==> src/rtl/fare_pkg.sv <==
// Shared types and constants for the fare ledger: table entry layout, FSM states, default fare.
package fare_pkg;

    localparam int ID_W         = 8;
    localparam int BAL_W        = 12;
    localparam int DATE_W       = 16;
    localparam int FARE_DEFAULT = 325;

    typedef struct packed {
        logic              valid;
        logic [ID_W-1:0]   id;
        logic              active;
        logic [BAL_W-1:0]  bal;
        logic [DATE_W-1:0] expiry;
    } ledger_entry_t;

    typedef enum logic [1:0] {
        ST_IDLE   = 2'd0,
        ST_SEARCH = 2'd1,
        ST_RESP   = 2'd2,
        ST_DEDUCT = 2'd3
    } ledger_state_e;

endpackage

==> src/rtl/fare_ledger_table.sv <==
// Register-held card table: one write port, two asynchronous read ports (search index, hit index).
module fare_ledger_table
    import fare_pkg::*;
#(
    parameter int NUM_CARDS = 8,
    parameter int IDX_W     = $clog2(NUM_CARDS)
) (
    input  logic          clk,
    input  logic          rst_n,
    input  logic          we,
    input  logic [IDX_W-1:0] widx,
    input  ledger_entry_t wdata,
    input  logic [IDX_W-1:0] ridx_a,
    output ledger_entry_t rdata_a,
    input  logic [IDX_W-1:0] ridx_b,
    output ledger_entry_t rdata_b
);

    ledger_entry_t entries [NUM_CARDS];

    always_ff @(posedge clk or negedge rst_n) begin
        if (!rst_n) begin
            for (int i = 0; i < NUM_CARDS; i++) begin
                entries[i] <= '0;
            end
        end else if (we) begin
            entries[widx] <= wdata;
        end
    end

    assign rdata_a = entries[ridx_a];
    assign rdata_b = entries[ridx_b];

endmodule

==> src/rtl/fare_ledger.sv <==
// Account-side responder for the fare gate: linear card-table search, response flags, fare deduction.
// Optional balance top-up port set enabled by defining FARE_LEDGER_TOPUP_EN.
module fare_ledger
    import fare_pkg::*;
#(
    parameter int NUM_CARDS = 8,
    parameter int FARE      = FARE_DEFAULT,
    parameter int IDX_W     = $clog2(NUM_CARDS)
) (
    input  logic              clk,
    input  logic              rst_n,
    input  logic              tap_valid,
    input  logic [ID_W-1:0]   tap_id,
    input  logic [DATE_W-1:0] today,
    input  logic              reduce_bal,
    output logic              resp_valid,
    output logic              card_active,
    output logic              fund_enough,
    output logic              monthly,
    output logic [BAL_W-1:0]  bal_out,
    output logic [DATE_W-1:0] expiry_out,
    input  logic              cfg_we,
    input  logic [IDX_W-1:0]  cfg_idx,
    input  logic              cfg_valid,
    input  logic              cfg_active,
    input  logic [ID_W-1:0]   cfg_id,
    input  logic [BAL_W-1:0]  cfg_bal,
    input  logic [DATE_W-1:0] cfg_expiry,
    output logic              cfg_busy,
    output ledger_state_e     dbg_state
`ifdef FARE_LEDGER_TOPUP_EN
    ,
    input  logic              topup_valid,
    input  logic [BAL_W-1:0]  topup_amt
`endif
);

    localparam logic [BAL_W-1:0] FARE_V = BAL_W'(FARE);
    localparam logic [IDX_W-1:0] LAST_IDX = IDX_W'(NUM_CARDS - 1);

    ledger_state_e      state;
    logic [ID_W-1:0]    tap_id_q;
    logic [IDX_W-1:0]   idx, hit_idx, wr_idx;
    logic               hit, wr_en, in_resp, match, can_charge;
    ledger_entry_t      srch_e, hit_e, wr_e;

    fare_ledger_table #(.NUM_CARDS(NUM_CARDS), .IDX_W(IDX_W)) u_table (
        .clk    (clk),
        .rst_n  (rst_n),
        .we     (wr_en),
        .widx   (wr_idx),
        .wdata  (wr_e),
        .ridx_a (idx),
        .rdata_a(srch_e),
        .ridx_b (hit_idx),
        .rdata_b(hit_e)
    );

    // Handshake: tap_valid is a one-cycle request accepted only in IDLE or RESP (no back-pressure);
    // resp_valid qualifies the flags for every cycle the FSM sits in RESP.
    assign in_resp     = (state == ST_RESP);
    assign match       = srch_e.valid && (srch_e.id == tap_id_q);
    assign resp_valid  = in_resp;
    assign card_active = in_resp && hit && hit_e.active;
    assign fund_enough = card_active && (hit_e.bal >= FARE_V);
    assign monthly     = card_active && (hit_e.expiry >= today);
    assign bal_out     = (in_resp && hit) ? hit_e.bal : '0;
    assign expiry_out  = (in_resp && hit) ? hit_e.expiry : '0;
    assign can_charge  = fund_enough && !monthly;
    assign cfg_busy    = (state != ST_IDLE);
    assign dbg_state   = state;

    logic unused_srch;
    assign unused_srch = ^{srch_e.active, srch_e.bal, srch_e.expiry};

`ifdef FARE_LEDGER_TOPUP_EN
    logic             topup_go;
    logic [BAL_W:0]   topup_sum;
    assign topup_go  = card_active && !reduce_bal && topup_valid;
    assign topup_sum = {1'b0, hit_e.bal} + {1'b0, topup_amt};
`endif

    // Single table write port: cfg in IDLE, deduction in DEDUCT, top-up in RESP.
    always_comb begin
        wr_en         = 1'b0;
        wr_idx        = cfg_idx;
        wr_e.valid    = cfg_valid;
        wr_e.id       = cfg_id;
        wr_e.active   = cfg_active;
        wr_e.bal      = cfg_bal;
        wr_e.expiry   = cfg_expiry;
        if (state == ST_IDLE && cfg_we) begin
            wr_en = 1'b1;
        end else if (state == ST_DEDUCT) begin
            wr_en    = 1'b1;
            wr_idx   = hit_idx;
            wr_e     = hit_e;
            wr_e.bal = hit_e.bal - FARE_V;
        end
`ifdef FARE_LEDGER_TOPUP_EN
        else if (topup_go) begin
            wr_en    = 1'b1;
            wr_idx   = hit_idx;
            wr_e     = hit_e;
            wr_e.bal = topup_sum[BAL_W] ? '1 : topup_sum[BAL_W-1:0];
        end
`endif
    end

    always_ff @(posedge clk or negedge rst_n) begin
        if (!rst_n) begin
            state    <= ST_IDLE;
            tap_id_q <= '0;
            idx      <= '0;
            hit_idx  <= '0;
            hit      <= 1'b0;
        end else begin
            case (state)
                ST_IDLE: begin
                    if (!cfg_we && tap_valid) begin
                        tap_id_q <= tap_id;
                        idx      <= '0;
                        hit      <= 1'b0;
                        state    <= ST_SEARCH;
                    end
                end
                ST_SEARCH: begin
                    if (match) begin
                        hit     <= 1'b1;
                        hit_idx <= idx;
                        state   <= ST_RESP;
                    end else if (idx == LAST_IDX) begin
                        hit   <= 1'b0;
                        state <= ST_RESP;
                    end else begin
                        idx <= idx + 1'b1;
                    end
                end
                ST_RESP: begin
                    // A reduce_bal pulse always shadows a same-cycle tap, even when it is refused.
                    if (reduce_bal) begin
                        if (can_charge) state <= ST_DEDUCT;
                    end else if (tap_valid) begin
                        tap_id_q <= tap_id;
                        idx      <= '0;
                        hit      <= 1'b0;
                        state    <= ST_SEARCH;
                    end
                end
                default: state <= ST_IDLE;
            endcase
        end
    end

endmodule

==> config.mk <==
export PLATFORM = sky130hd
export DESIGN_NAME = fare_ledger
export DESIGN_NICKNAME = d
export VERILOG_FILES = /design/src/rtl/fare_pkg.sv /design/src/rtl/fare_ledger_table.sv /design/src/rtl/fare_ledger.sv
export SDC_FILE = /design/constraint.sdc
export NUM_CORES = 1
export LEC_CHECK = 0
export BUFFER_PORTS_ARGS = -buffer_cell sky130_fd_sc_hd__buf_2
export CAP_MARGIN = 20
export CORE_MARGIN = 3
export CORE_UTILIZATION = 55
export DETAILED_ROUTE_END_ITERATION = 12
export GPL_ROUTABILITY_DRIVEN = 0
export PLACE_DENSITY = 0.76
export SLEW_MARGIN = 20
export SYNTH_ARGS = -nofsm -noshare
export SYNTH_HDL_FRONTEND = slang
export SYNTH_SLANG_ARGS = --single-unit
==> constraint.sdc <==
create_clock -name clk -period 9.2 [get_ports clk]
set_clock_uncertainty 0.1 [all_clocks]
set_input_delay 2.76 -clock clk [delete_from_list [all_inputs] [get_ports clk]]
set_output_delay 2.76 -clock clk [all_outputs]
set_load 0.02 [all_outputs]
# After elaboration in Yosys (flattened, before gate mapping)
# Index checks and enable logic that the tools add are counted.
dict set report classes {
  order_cmp 6
  muxes 40
  n_addsub 2
  n_eq_ne 13
  n_reduce_logical 20
  n_bitwise 3
}
# cell count
set op_table {}
lappend op_table {{$bwmux W304} 1}
lappend op_table {{$mux W38} 7}
lappend op_table {{$bmux W38 S3} 2}
lappend op_table {{$demux W38 S3} 1}
lappend op_table {{$mux W8} 3}
lappend op_table {{$mux W3} 7}
lappend op_table {{$ge A16 B16 Y1} 1}
lappend op_table {{$mux W16} 1}
lappend op_table {{$pmux W8 S2} 1}
lappend op_table {{$ge A12 B9 Y1 const B} 1}
lappend op_table {{$ge A4 B4 Y1 const B} 3}
lappend op_table {{$mux W12} 1}
lappend op_table {{$mux W2} 6}
lappend op_table {{$not A3 Y4} 3}
lappend op_table {{$sub A12 B9 Y12 const B} 1}
lappend op_table {{$logic_and A1 B1 Y1} 9}
lappend op_table {{$pmux W3 S3} 1}
lappend op_table {{$eq A8 B8 Y1} 1}
lappend op_table {{$ne A2 B2 Y1 const B} 4}
lappend op_table {{$reduce_and A4 Y1} 2}
lappend op_table {{$mux W1} 7}
lappend op_table {{$ne A3 B3 Y1 const B} 2}
lappend op_table {{$pmux W2 S3} 1}
lappend op_table {{$reduce_and A6 Y1} 1}
lappend op_table {{14 further kinds} 17}
dict set report word_totals {
  word_cells 129
  in_bits 70
  output_inout_bits 35
  regBits 321
}

# Depth between registers and ports, before layout
dict set report logic_depth {
  depth_word 11
  ltp_mapped 15
  ltp_nobuf 11
}

# Cells and area by module
# A second synthesis with hierarchy kept.
dict set report hier_totals {
  hier_cells 1179
  area_unflattened_um2 17973.5
}
# module area_per_inst_um2 cells_per_inst seq_area_each_um2 instances
set modules_own_cells {}
lappend modules_own_cells {fare_ledger_table 15790.1 918 7607.3 1}
lappend modules_own_cells {fare_ledger 2183.3 261 425.4 1}

# Least setup slack after synthesis
# No wires, ideal clock.
dict set report synth_path {
  path_type {input port to output port}
  start {in today[9]}
  end {out monthly}
  n_path_buf 0
  arrival_ns 4.155
  setup_slack_ns 2.185
  required_ns 6.340
  cell_stages 8
  cell_sequence {inv_1 -> ha_1 -> a21oi_1 -> nor2_1 -> a2111oi_0 -> o21ai_0 -> a221oi_1 -> nor2_1}
}
dict set report synth_via {
  elab_chain_cells 2
}
# item line
set synth_lines {}
lappend synth_lines {{start, declared} fare_ledger.sv:14} ;# input logic [DATE_W-1:0] today,
lappend synth_lines {{$ge A16 B16 Y1} fare_ledger.sv:66} ;# assign monthly = card_active && (hit_e.expiry >= today);
lappend synth_lines {{$logic_and A1 B1 Y1} fare_ledger.sv:66}
lappend synth_lines {{end, declared} fare_ledger.sv:19} ;# output logic monthly,
# Every way passes these cells.

# Final worst setup path
dict set report layout_path {
  start {in today[0]}
  end {out monthly}
}
# Same word-level chain as after synthesis.

==> results_tabular.tex <==
\begin{tabular}{lr}
\hline
Metric & Value \\
\hline
\multicolumn{2}{l}{\textbf{Run status}} \\
\quad Run status & completed \\
\multicolumn{2}{l}{\textbf{Final layout}} \\
\quad Layout overhead on the synthesized area & 12.2\% \\
\quad Final standard cell count with taps included and fillers excluded & 1924 \\
\quad Count of inserted antenna diode cells & 0 \\
\quad Post-route cell area & 17500 um2 \\
\quad Final \#Nets & 1617 \\
\quad Layout cells sized above 1 & 19.6\% \\
\multicolumn{2}{l}{\textbf{Min path}} \\
\quad Class of the tightest hold or removal check & flop to flop \\
\quad Number of cells on the worst hold path & 2 \\
\quad Startpoint of the most critical hold path & u\_table.entries[126] \\
\quad Worst Hold End & u\_table.entries[126] \\
\multicolumn{2}{l}{\textbf{Synthesis}} \\
\quad FF+latch count, synth & 321 \\
\quad Total of warnings raised by yosys & 0 \\
\quad Number of unique standard cell types used by synthesis & 51 \\
\quad FFs w/ async S/R, synth & 100\% \\
\quad Net count after synthesis & 1560 \\
\quad Summed instance area of the synthesized netlist & 15600 um2 \\
\quad Primary flip-flop cell chosen by synthesis mapping & sky130\_fd\_sc\_hd\_\_dfrtp\_1 \\
\quad EDFF count, synth & 0 \\
\quad Mapped Cells & 1470 \\
\quad Register area share after synthesis & 51.6\% \\
\quad Synth Area per Inst & 10.6 um2 \\
\multicolumn{2}{l}{\textbf{Timing}} \\
\quad Minimum period implied by the final worst setup slack & 7.60 ns \\
\quad Number of endpoints with negative hold slack in the final report & 0 \\
\quad Least setup slack across all paths after layout & 1.60 ns \\
\quad RSZ-0062 raised after global routing & false \\
\quad Max Clk Rate & 132 MHz \\
\quad Worst-margin pin slew & 0.977 ns \\
\quad Final period util & 82.6\% \\
\quad Total negative slack & 0 ns \\
\quad Final Setup Violations & 0 \\
\quad Max transition margin & 34.8\% \\
\quad Count of pins over their slew limit & 0 \\
\multicolumn{2}{l}{\textbf{Clocking}} \\
\quad Hold-fix buffers, CTS & 0 \\
\quad Number of gates resized after CTS & 0 \\
\quad Clock latency on the worst-skew pair & 0.51 ns \\
\quad Longest Clk Path Bufs & 3 \\
\quad Total number of H-tree levels & 2 \\
\quad Number of setup buffers added after CTS & 0 \\
\quad Clk slew on worst S/H paths & 0.06 ns \\
\quad Number of sinks on the clock net & 321 \\
\quad TritonCTS Buffers & 34 \\
\quad Clock tree root driver cell & sky130\_fd\_sc\_hd\_\_clkbuf\_16 \\
\quad CTS tree & built \\
\multicolumn{2}{l}{\textbf{Flow run}} \\
\quad Count of maximum capacitance violations & 0 \\
\multicolumn{2}{l}{\textbf{Global routing}} \\
\quad Antenna violations before repair & 0 \\
\quad Global Route Usage Sum & 25.0\% \\
\quad First-pass GRT wire length & 60800 um \\
\quad M1 GR Usage & 35.3\% \\
\quad Number of global-route vias before repair & 11400 \\
\quad Maximum number of pins on one net before global-route repair & 142 \\
\quad GRT met2 Usage & 41.0\% \\
\quad Met3 Resource Use GR & 4.02\% \\
\quad Remaining global-route overflow & 0 \\
\quad Most heavily used metal layer in global routing & met2 \\
\multicolumn{2}{l}{\textbf{Setup path}} \\
\quad Worst R2R End & u\_table.entries[290] \\
\quad Worst path arrival time & 4.74 ns \\
\quad Required time of the critical path & 6.34 ns \\
\quad Crit Reg-Reg Startpoint & hit\_idx[0] \\
\quad Startpoint types & input pin \\
\quad Kind of critical path & input pin to primary output \\
\quad Worst setup startpoint & today[0] \\
\quad Endpoint type of the worst setup path & primary output \\
\quad Path depth of the worst reg2reg path & 9 \\
\quad Setup slack on the worst flop-to-flop path & 4.48 ns \\
\quad Largest driver fanout on the critical path & 2 \\
\multicolumn{2}{l}{\textbf{Place}} \\
\quad Count of buffers from port buffering & 104 \\
\quad Dpl cell area & 16300 um2 \\
\quad Cell count after placement & 1862 \\
\quad DP HPWL & 22100 um \\
\quad Post-Place Setup Slack & 1.55 ns \\
\multicolumn{2}{l}{\textbf{Routing}} \\
\quad DRC violations left & 0 \\
\quad Number of design-rule violations left by the first detailed-router iteration & 879 \\
\quad Antenna-violating nets left & 0 \\
\quad Vias per cell & 5.90 \\
\quad DR WL/cell & 19.4 um \\
\quad Total vias in the final route & 11300 \\
\quad 1st-pass router iterations & 5 \\
\quad Wirelength, routed & 37400 um \\
\multicolumn{2}{l}{\textbf{Power and ir drop}} \\
\quad Leakage power of the design & 7.95 nW \\
\quad Power density over the cells & 356 nW/um2 \\
\quad Highest ir drop seen on vdd & 0.156 mV \\
\quad Overall power consumption & 6.22 mW \\
\multicolumn{2}{l}{\textbf{Die}} \\
\quad Die W & 174 um \\
\quad Vertical die dimension & 174 um \\
\quad Floorplan Core Area & 27400 um2 \\
\quad Number of standard-cell rows in the floorplan & 60 \\
\quad Initial cell density of the core & 56.8\% \\
\quad Overall die area & 30400 um2 \\
\quad Number of top-level design ports & 105 \\
\hline
\end{tabular}
==> final cells by class <==
| class | instances | area, um2 |
|---|---|---|
| tap | 372 | 465 |
| clock inverter | 8 | 118 |
| sequential | 321 | 8040 |
| fill | 2138 | 9930 |
| timing repair buffer | 125 | 708 |
| clock buffer | 53 | 1040 |
| multi-input combinational | 1003 | 6950 |
| inverter | 42 | 158 |
==> sequential cells by signal, indices dropped and copies added, names as in the netlist <==
register,count
tap_id_q,8
hit_idx,3
u_table.entries,304
idx,3
dbg_state,2
hit,1
==> worst max-delay path by stage <==
| stage | to | slack (ns) |
|---|---|---|
| 4_1_cts | monthly | 1.54 |
| 2_1_floorplan | monthly | 2.19 |
| 3_3_place_gp | monthly | 1.51 |
| 5_1_grt | monthly | 1.40 |
| 3_5_place_dp | monthly | 1.55 |
| 6_report | monthly | 1.60 |
==> synth_stat cells, types with 2 or more instances <==
master                      number  area, um2
sky130_fd_sc_hd__a211oi_1        2       15.0
sky130_fd_sc_hd__mux2_1          4       45.0
sky130_fd_sc_hd__mux2_2          9        101
sky130_fd_sc_hd__a21boi_1        2       15.0
sky130_fd_sc_hd__clkbuf_1       72        270
sky130_fd_sc_hd__o21ai_0       281       1410
sky130_fd_sc_hd__mux4_2         94       2120
sky130_fd_sc_hd__dfrtp_1       321       8030
sky130_fd_sc_hd__nor2b_1         2       12.5
sky130_fd_sc_hd__or2_2           7       43.8
sky130_fd_sc_hd__o2111ai_1       2       17.5
sky130_fd_sc_hd__mux2i_4         5        113
sky130_fd_sc_hd__a21o_1          2       15.0
sky130_fd_sc_hd__nand2b_1        4       25.0
sky130_fd_sc_hd__mux2i_2         3       41.3
sky130_fd_sc_hd__nor3b_1         2       15.0
sky130_fd_sc_hd__ha_1           20        250
sky130_fd_sc_hd__a21oi_1        41        205
sky130_fd_sc_hd__xnor2_1        16        140
sky130_fd_sc_hd__nand3_1         8       40.0
sky130_fd_sc_hd__a31oi_1         3       18.8
sky130_fd_sc_hd__buf_6           3       33.8
sky130_fd_sc_hd__buf_2          21        105
sky130_fd_sc_hd__a22o_1          2       17.5
sky130_fd_sc_hd__nor3_1          7       35.0
sky130_fd_sc_hd__nand2_1       325       1220
sky130_fd_sc_hd__inv_1          41        154
sky130_fd_sc_hd__o21ai_1        18       90.1
sky130_fd_sc_hd__nand3b_1        2       15.0
sky130_fd_sc_hd__nor2_1         75        282
sky130_fd_sc_hd__buf_1           7       26.3
sky130_fd_sc_hd__nand4_1         2       12.5
sky130_fd_sc_hd__mux2i_1        47        470
sky130_fd_sc_hd__and2_1          3       18.8
==> layer usage <==
layer,vias to the layer above,part of all wire [%]
met4,0,1.9
li1,5228,-
met2,357,49
met1,5705,43
met3,56,6.1
met5,-,0
==> cells by family (layout without fill, tap and decap cells) <==
kind of cell,Yosys count,in the layout,synth area share [%]
buffers and inverters,146,228,3.86
and+or+nand+nor,440,440,11.2
adders and majority gates,20,20,1.61
DFF,321,321,51.6
muxes,162,162,18.5
AOI/OAI and AO/OA,364,364,12.3
xor gates and xnor gates,17,17,0.956
==> cells in the final DEF (no fill, tap or decap), types with 18 or more instances in the layout <==
| cell type | count |
|---|---|
| sky130_fd_sc_hd__o21ai_1 | 18 |
| sky130_fd_sc_hd__buf_4 | 20 |
| sky130_fd_sc_hd__clkbuf_16 | 37 |
| sky130_fd_sc_hd__inv_1 | 41 |
| sky130_fd_sc_hd__buf_2 | 103 |
| sky130_fd_sc_hd__nor2_1 | 75 |
| sky130_fd_sc_hd__mux4_2 | 94 |
| sky130_fd_sc_hd__dfrtp_1 | 318 |
| sky130_fd_sc_hd__a21oi_1 | 41 |
| sky130_fd_sc_hd__mux2i_1 | 47 |
| sky130_fd_sc_hd__nand2_1 | 324 |
| sky130_fd_sc_hd__o21ai_0 | 281 |
| sky130_fd_sc_hd__ha_1 | 20 |
==> power by group <==
group          leakage, nW  internal (mW)  total (mW)  switching, mW
Clock                0.563          0.860        1.41          0.551
Combinational         3.33           1.12        2.33           1.22
Sequential            4.06           2.03        2.48          0.454
==> critical path: stages <==
cell and delay, ns:
sky130_fd_sc_hd__buf_2 0.10, sky130_fd_sc_hd__ha_1 0.27, sky130_fd_sc_hd__nand2b_1 0.14, sky130_fd_sc_hd__a21o_1 0.18
sky130_fd_sc_hd__a211oi_1 0.40, sky130_fd_sc_hd__o21ai_0 0.20, sky130_fd_sc_hd__a221oi_1 0.29, sky130_fd_sc_hd__buf_4 0.20
sky130_fd_sc_hd__nor2_1 0.04, sky130_fd_sc_hd__buf_2 0.15
==> metrics by stage <==
| step | utilization, % | hold slack [ns] |
|---|---|---|
| 3_3_place_gp | 59.5 | 0.356 |
| 2_1_floorplan | - | 0.345 |
| 5_1_grt | 63.8 | 0.396 |
| 6_report | 63.8 | 0.375 |
| 4_1_cts | 63.7 | 0.379 |
| 3_5_place_dp | 59.5 | 0.364 |
(Power assumes the default switching activity.)
